$ cat src/rtl/lab_seq_pkg.sv
// Shared types and constants for the lab pin sequencer.
package lab_seq_pkg;

    typedef enum logic [2:0] {
        IDLE,
        SETTLE,
        CAPTURE,
        HOLD,
        DONE
    } seq_state_t;

    localparam int unsigned CODE_W_C   = 4;
    localparam int unsigned CNT_W_C    = 8;
    localparam int unsigned SIG_INIT_C = 0;

    // Highest code of a sweep for a given code width.
    function automatic int unsigned code_max(input int unsigned w);
        return (32'd1 << w) - 32'd1;
    endfunction

    localparam int unsigned CODE_MAX_C = code_max(CODE_W_C);

endpackage

$ cat src/rtl/lab_settle_counter.sv
// Settle-time counter: counts while enabled, clear has priority, flags the last settle cycle.
module lab_settle_counter
    import lab_seq_pkg::*;
#(
    parameter int unsigned SETTLE_CYCLES = 4
) (
    input  logic clk,
    input  logic rst_n,
    input  logic clr,
    input  logic inc,
    output logic tc_c
);

    localparam logic [CNT_W_C-1:0] TC_VAL = CNT_W_C'(SETTLE_CYCLES - 1);

    logic [CNT_W_C-1:0] cnt;

    always_ff @(posedge clk or negedge rst_n) begin
        if (!rst_n) begin
            cnt <= '0;
        end else if (clr) begin
            cnt <= '0;
        end else if (inc) begin
            cnt <= cnt + CNT_W_C'(1);
        end
    end

    assign tc_c = (cnt == TC_VAL);

endmodule

$ cat src/rtl/lab_pin_sequencer.sv
// Sweeps all codes onto the lab circuit inputs and captures its output per code.
// Define LAB_PIN_SEQUENCER_SIGNATURE_EN to add a rotate-XOR signature of the captured results.
module lab_pin_sequencer
    import lab_seq_pkg::*;
#(
    parameter int unsigned SETTLE_CYCLES = 4,
    parameter int unsigned CODE_W        = 4,
    parameter int unsigned RESULT_W      = 8
) (
    input  logic                GlobalClock,
    input  logic                ResetN,
    input  logic                start,
    input  logic                abort,
    input  logic                single_step,
    input  logic                step,
    output logic [CODE_W-1:0]   code_out,
    input  logic [RESULT_W-1:0] result_in,
    output logic                result_valid,
    output logic [CODE_W-1:0]   result_code,
    output logic [RESULT_W-1:0] result_data,
    output logic                busy,
    output logic                done
`ifdef LAB_PIN_SEQUENCER_SIGNATURE_EN
    ,
    output logic [RESULT_W-1:0] signature
`endif
);

    localparam logic [CODE_W-1:0] CODE_MAX = CODE_W'(code_max(CODE_W));

    seq_state_t state;
    logic       mode;
    logic       tc_c;
    logic       abort_c;

    // Abort only acts outside IDLE, so start wins when both arrive in IDLE.
    assign abort_c = abort && (state != IDLE);

    lab_settle_counter #(
        .SETTLE_CYCLES(SETTLE_CYCLES)
    ) u_settle (
        .clk  (GlobalClock),
        .rst_n(ResetN),
        .clr  (abort_c || (state != SETTLE)),
        .inc  (state == SETTLE),
        .tc_c (tc_c)
    );

    always_ff @(posedge GlobalClock or negedge ResetN) begin
        if (!ResetN) begin
            state        <= IDLE;
            mode         <= 1'b0;
            code_out     <= '0;
            result_valid <= 1'b0;
            result_code  <= '0;
            result_data  <= '0;
            busy         <= 1'b0;
            done         <= 1'b0;
        end else begin
            result_valid <= 1'b0;
            done         <= 1'b0;
            if (abort_c) begin
                state    <= IDLE;
                code_out <= '0;
                busy     <= 1'b0;
            end else begin
                case (state)
                    IDLE: begin
                        if (start) begin
                            state    <= SETTLE;
                            code_out <= '0;
                            mode     <= single_step;
                            busy     <= 1'b1;
                        end
                    end
                    SETTLE: begin
                        if (tc_c) begin
                            state <= CAPTURE;
                        end
                    end
                    CAPTURE: begin
                        result_data  <= result_in;
                        result_code  <= code_out;
                        result_valid <= 1'b1;
                        if (code_out == CODE_MAX) begin
                            state <= DONE;
                        end else if (mode) begin
                            state <= HOLD;
                        end else begin
                            code_out <= code_out + CODE_W'(1);
                            state    <= SETTLE;
                        end
                    end
                    HOLD: begin
                        if (step) begin
                            code_out <= code_out + CODE_W'(1);
                            state    <= SETTLE;
                        end
                    end
                    DONE: begin
                        done  <= 1'b1;
                        busy  <= 1'b0;
                        state <= IDLE;
                    end
                    default: begin
                        state <= IDLE;
                        busy  <= 1'b0;
                    end
                endcase
            end
        end
    end

`ifdef LAB_PIN_SEQUENCER_SIGNATURE_EN
    // Signature folds each captured result in; cleared on start and on abort.
    always_ff @(posedge GlobalClock or negedge ResetN) begin
        if (!ResetN) begin
            signature <= RESULT_W'(SIG_INIT_C);
        end else if (abort_c || (state == IDLE && start)) begin
            signature <= RESULT_W'(SIG_INIT_C);
        end else if (state == CAPTURE) begin
            signature <= {signature[RESULT_W-2:0], signature[RESULT_W-1]} ^ result_in;
        end
    end
`endif

endmodule

$ cat config.mk
export PLATFORM = sky130hd
export DESIGN_NAME = lab_pin_sequencer
export DESIGN_NICKNAME = d
export VERILOG_FILES = /design/src/rtl/lab_seq_pkg.sv /design/src/rtl/lab_settle_counter.sv /design/src/rtl/lab_pin_sequencer.sv
export SDC_FILE = /design/constraint.sdc
export NUM_CORES = 1
export LEC_CHECK = 0
export ABC_CLOCK_PERIOD_IN_PS = 3100
export CORE_UTILIZATION = 52
export DETAILED_ROUTE_END_ITERATION = 16
export PLACE_DENSITY = 0.86
export SLEW_MARGIN = 40
export SYNTH_ARGS = -nofsm -noshare
export SYNTH_HDL_FRONTEND = slang
export SYNTH_SLANG_ARGS = --single-unit
export TNS_END_PERCENT = 5
$ cat constraint.sdc
create_clock -name GlobalClock -period 3.1 [get_ports GlobalClock]
set_input_delay 0.62 -clock GlobalClock [delete_from_list [all_inputs] [get_ports GlobalClock]]
set_output_delay 0.62 -clock GlobalClock [all_outputs]
set_load 0.1 [all_outputs]
# Word level (Yosys, flattened, before mapping)
# Index checks and enable logic that the tools add are counted.
# word_totals
reg_bits	31
latchBits	0
ram_bits	0
romBits	0
input_bits	14
word_cells	59
memories	0
# classes
n_addsub	2
multipliers	0
div_mod_pow	0
magnitude_cmp	0
n_eq_ne	13
shifts	0
muxes	22
bitwise_logic	1
reduce_logical	12
# ops
cell	n
$mux 4	5
$mux 8	2
$mux 3	5
$ne 3x3->1 const B	5
$pmux 3 s4	1
$pmux 4 s3	1
$add 8x1->8 const B	1
$eq 8x2->1 const B	1
$eq 3x2->1 const B	2
$mux 1	6
$reduce_and 3->1	2
$reduce_and 5->1	1
$add 4x1->4 const B	1
$eq 4x4->1 const B	1
$reduce_and 2->1	2
$reduce_bool 4->1	1
$eq 3x1->1 const B	1
$eq 3x3->1 const B	1
$logic_not 3->1	1
$ne 3x1->1 const B	1
$reduce_bool 3->1	1
$reduce_or 3->1	1
$mux 2	1
$ne 2x1->1 const B	1
other kinds (5)	5

# Logic depth before layout (Yosys ltp)
# logic_depth
ltp_word	5
ltp_mapped	6
mapped_depth_nobuf	5

# By module
# Synthesis repeated with hierarchy kept, for this count alone.
# hier_totals
cells_unflattened	125
hier_area_um2	1508.9
# modules_own_cells
mod	instances	cells_each	area_each_um2
lab_pin_sequencer	1	85	1097.3
lab_settle_counter	1	40	411.6

# Worst setup path before layout
# No wires, ideal clock.
# synth_path
path_type	register to register
from	reg code_out[0]
to	reg code_out[1]
setup_ns	0.126
t_arrival_ns	2.326
setup_slack_ns	0.648
path_stages_with_launch	6
n_path_buf	0
synth_period_minus_slack_ns	2.452
cell_sequence	dfrtp_1 ha_1 a31oi_1 or4b_1 o211ai_2 mux2_4
# synth_via
elab_chain_cells	5
# synth_rtl
element	line_no	source
start, declared	lab_pin_sequencer.sv:16	output logic [CODE_W-1:0] code_out,
start signal, assigned	lab_pin_sequencer.sv:90	code_out <= code_out + CODE_W'(1);
start signal, assigned	lab_pin_sequencer.sv:96	code_out <= code_out + CODE_W'(1);
$add 4x1->4	lab_pin_sequencer.sv:90, lab_pin_sequencer.sv:96	
$mux 4	lab_pin_sequencer.sv:87	end else if (mode) begin
$mux 4	lab_pin_sequencer.sv:85	if (code_out == CODE_MAX) begin
$pmux 4 s3	lab_pin_sequencer.sv:67	case (state)
$mux 4	lab_pin_sequencer.sv:62	if (abort_c) begin
# Several ways; a longest one is shown, not always the timed one. The select of a mux whose other input is x is not followed.
# A chain may end at the register's enable or synchronous reset.

# Final worst setup path
# layout_path
from	in abort
to	reg result_code[1]
# layout_via
elab_chain_cells	3
# layout_rtl
element	line_no	source
start, declared	lab_pin_sequencer.sv:13	input logic abort,
$logic_and 1x1->1	lab_pin_sequencer.sv:37	assign abort_c = abort && (state != IDLE);
$not 1->1 (no line)	n/a	
$reduce_and 2->1 (no line)	n/a	
end signal, assigned	lab_pin_sequencer.sv:83	result_code <= code_out;
end, declared	lab_pin_sequencer.sv:19	output logic [CODE_W-1:0] result_code,
# No other way between the ends.

==> metrics.csv <==
metric,value,unit
status,"finished, final reports clean",
Internal,0.547,mW
slew at the pin closest to its max-slew limit,669,ps
Mapped Nets,134,
switching share of power,0.296,
CP Data Arrival Time,2410,ps
synthesized area per cell,11.8,um2
Yosys reg bits,31,
Placement Rows,18,
Max VDD drop,0.393,mV
Crit. End Element,flop,
Post-CTS Setup Repair Bufs,0,
core area,2500,um2
iteration-0 DRC count of the detailed router,7,
Die Y,53.8,um
"Cell Area, Synth",1390,um2
Final Hold Vio Count,0,
"Primary FF master, synth",dfrtp_1,
GPL Wtd Cong,0.782,
WL final,2.69,mm
largest net degree at the start of global routing,32,
Worst Hold Launch,u_settle.cnt[0]$_DFFE_PN0P_,
# hold bufs at CTS,0,
clock slew at reported path FFs,90,ps
CTS max path bufs,2,
initial core utilization,0.558,
first-pass GRT wire length,4.41,mm
Clock Power Share,0.256,
slew margin rel.,0.553,
sequential-to-total area share from yosys stat,0.557,
"Req. time, crit path",3300,ps
crit path max fanout,14,
crit start category,input port,
final core utilization,0.688,
GRT overflow,0,
Pwr Total,0.776,mW
Synth cell types,35,
Residual DRC,0,
worst hold path class,reg -> reg,
number of gates resized after cts,0,
Cells after Synth,118,
worst r2r dst,code_out[1]$_DFFE_PN0P_,
H-tree lvl count,2,
Peak Freq,452,MHz
"Worst Path Class, Setup",in -> reg,
antenna diode count,0,
Final Skew,5.02,ps
drt first pass iters,4,
P per Cell Area,451,nW/um2
Root Driver,clkbuf_4,
Die W,53.8,um
max_cap viols,0,
Post-synth EDFFs,0,
Yosys warning count,0,
GRT Total Usage,0.224,
Area Growth Syn to Fin,23.4,%
antenna violations before repair,0,
TritonCTS clock tree,built,
switching pwr,0.230,mW
share of cells above drive strength 1,0.289,
combinational power share,0.182,
Final Max Slew Viols,0,
Worst-Skew Late Latency,310,ps
Final setup violation count,0,
Ports,33,
r2r setup slk,1180,ps
P_leak,0.830,nW
routed vias/inst,5.42,
Clock Sinks,31,
Fin Setup TNS,0,ps
worst reg2reg startpoint,code_out[0]$_DFFE_PN0P_,
RSZ-0062 raised after global routing,false,
die area,2890,um2
Post-synth ARST share,1.00,
total number of vias,987,
Register-to-Register Path Depth,5,
Final min period,2210,ps
drt wl/cell,14.8,um
power share of the sequential group,0.562,
fillers,208,
# nets final,169,
cts bufs inserted,5,
vias in the first global route,1013,
hpwl dp,1.98,mm
hold depth,1,
Final period util,0.713,
I/O Buffers,32,
Worst Hold End,u_settle.cnt[0]$_DFFE_PN0P_,
Antenna Violating Nets Remaining,0,
-- worst max path at each step --
stage,startpoint,to,cells past startpoint
CTS,abort,result_code[1]$_DFFE_PN0P_,5
finish,abort,result_code[1]$_DFFE_PN0P_,5
floorplan,code_out[0]$_DFFE_PN0P_,code_out[1]$_DFFE_PN0P_,5
detailed placement,abort,result_code[1]$_DFFE_PN0P_,5
global placement,abort,result_code[0]$_DFFE_PN0P_,5
global route,abort,result_data[4]$_DFFE_PN0P_,5
-- per-layer routing --
metal  track usage  vias up  share of wire
met2         0.374       34           0.49
met3        0.0791        5          0.059
met5             0        -              0
met1         0.253      470           0.44
li1              -      478              -
met4         0.105        0          0.012
-- worst max-delay path, stage by stage --
cell	delay, ps
clkdlybuf4s50_1	560
nor2_1	160
nand2_1	110
nor2_2	540
mux2_2	410
-- flip-flops by register name (all words and copies together) (netlist names) --
| register | count |
|---|---|
| busy | 1 |
| code_out | 4 |
| done | 1 |
| mode | 1 |
| result_code | 4 |
| result_data | 8 |
| result_valid | 1 |
| state | 3 |
| u_settle.cnt | 8 |
-- layout by cell type, fill, tap and decap left out, types with 2 or more instances in the layout --
cell type	netlist	routed
and3_1	2	2
xor2_1	5	5
nand2b_1	4	4
a21oi_1	2	2
o22a_2	2	2
ha_1	2	2
nand2_1	4	4
inv_1	3	3
dfrtp_1	31	31
nor3_1	2	2
nand3_1	8	8
clkdlybuf4s50_1	0	13
nor4b_1	2	2
nor3b_1	2	2
o21ai_0	3	3
nor2_1	14	14
mux2_2	13	13
buf_4	1	20
clkbuf_4	0	5
-- metrics by stage --
stage / setup WS (ps) / cells / hold WS, ps / area, um2
after detailed placement: 567 / 176 / 498 / 1680
final: 890 / 182 / 510 / 1720
after global routing: 789 / 182 / 537 / 1720
after global placement: 654 / 176 / 487 / 1680
after floorplan: 648 / 118 / 324 / 1390
after CTS: 905 / 182 / 516 / 1720
-- Yosys cell counts, types with 3 or more instances --
library cell	number	area share
inv_1	3	0.0081
nand2b_1	4	0.018
dfrtp_1	31	0.56
nand2_1	4	0.011
nand3_1	8	0.029
nor2_1	14	0.038
mux2_2	13	0.11
xor2_1	5	0.031
o21ai_0	3	0.011
-- cells by family after synthesis --
kind of cell / after synthesis / synth area share
mux: 15 / 0.123
buf+inv: 8 / 0.0314
compound gates: 13 / 0.0709
flops: 31 / 0.557
xor+xnor: 6 / 0.0377
fa+ha+maj: 2 / 0.0180
simple gates: 43 / 0.162
-- final cells by class --
cell class              count  area [um2]  area share
flip-flops and latches     31         776       0.451
well taps                  30        37.5      0.0218
repair buffers             33         280       0.163
inverters                   3        11.3     0.00655
multi-input cells          79         574       0.334
clock buffers               6        41.3      0.0240
-- power by group through the flow --
stage / sequential (mW) / combinational [mW] / clock, mW
global route: 0.439 / 0.151 / 0.223
floorplan: 0.493 / 0.0470 / 0
global placement: 0.443 / 0.139 / 0
detailed placement: 0.445 / 0.143 / 0
finish: 0.436 / 0.141 / 0.199
CTS: 0.437 / 0.143 / 0.205
Note: power is estimated with default switching activity, not from simulation.
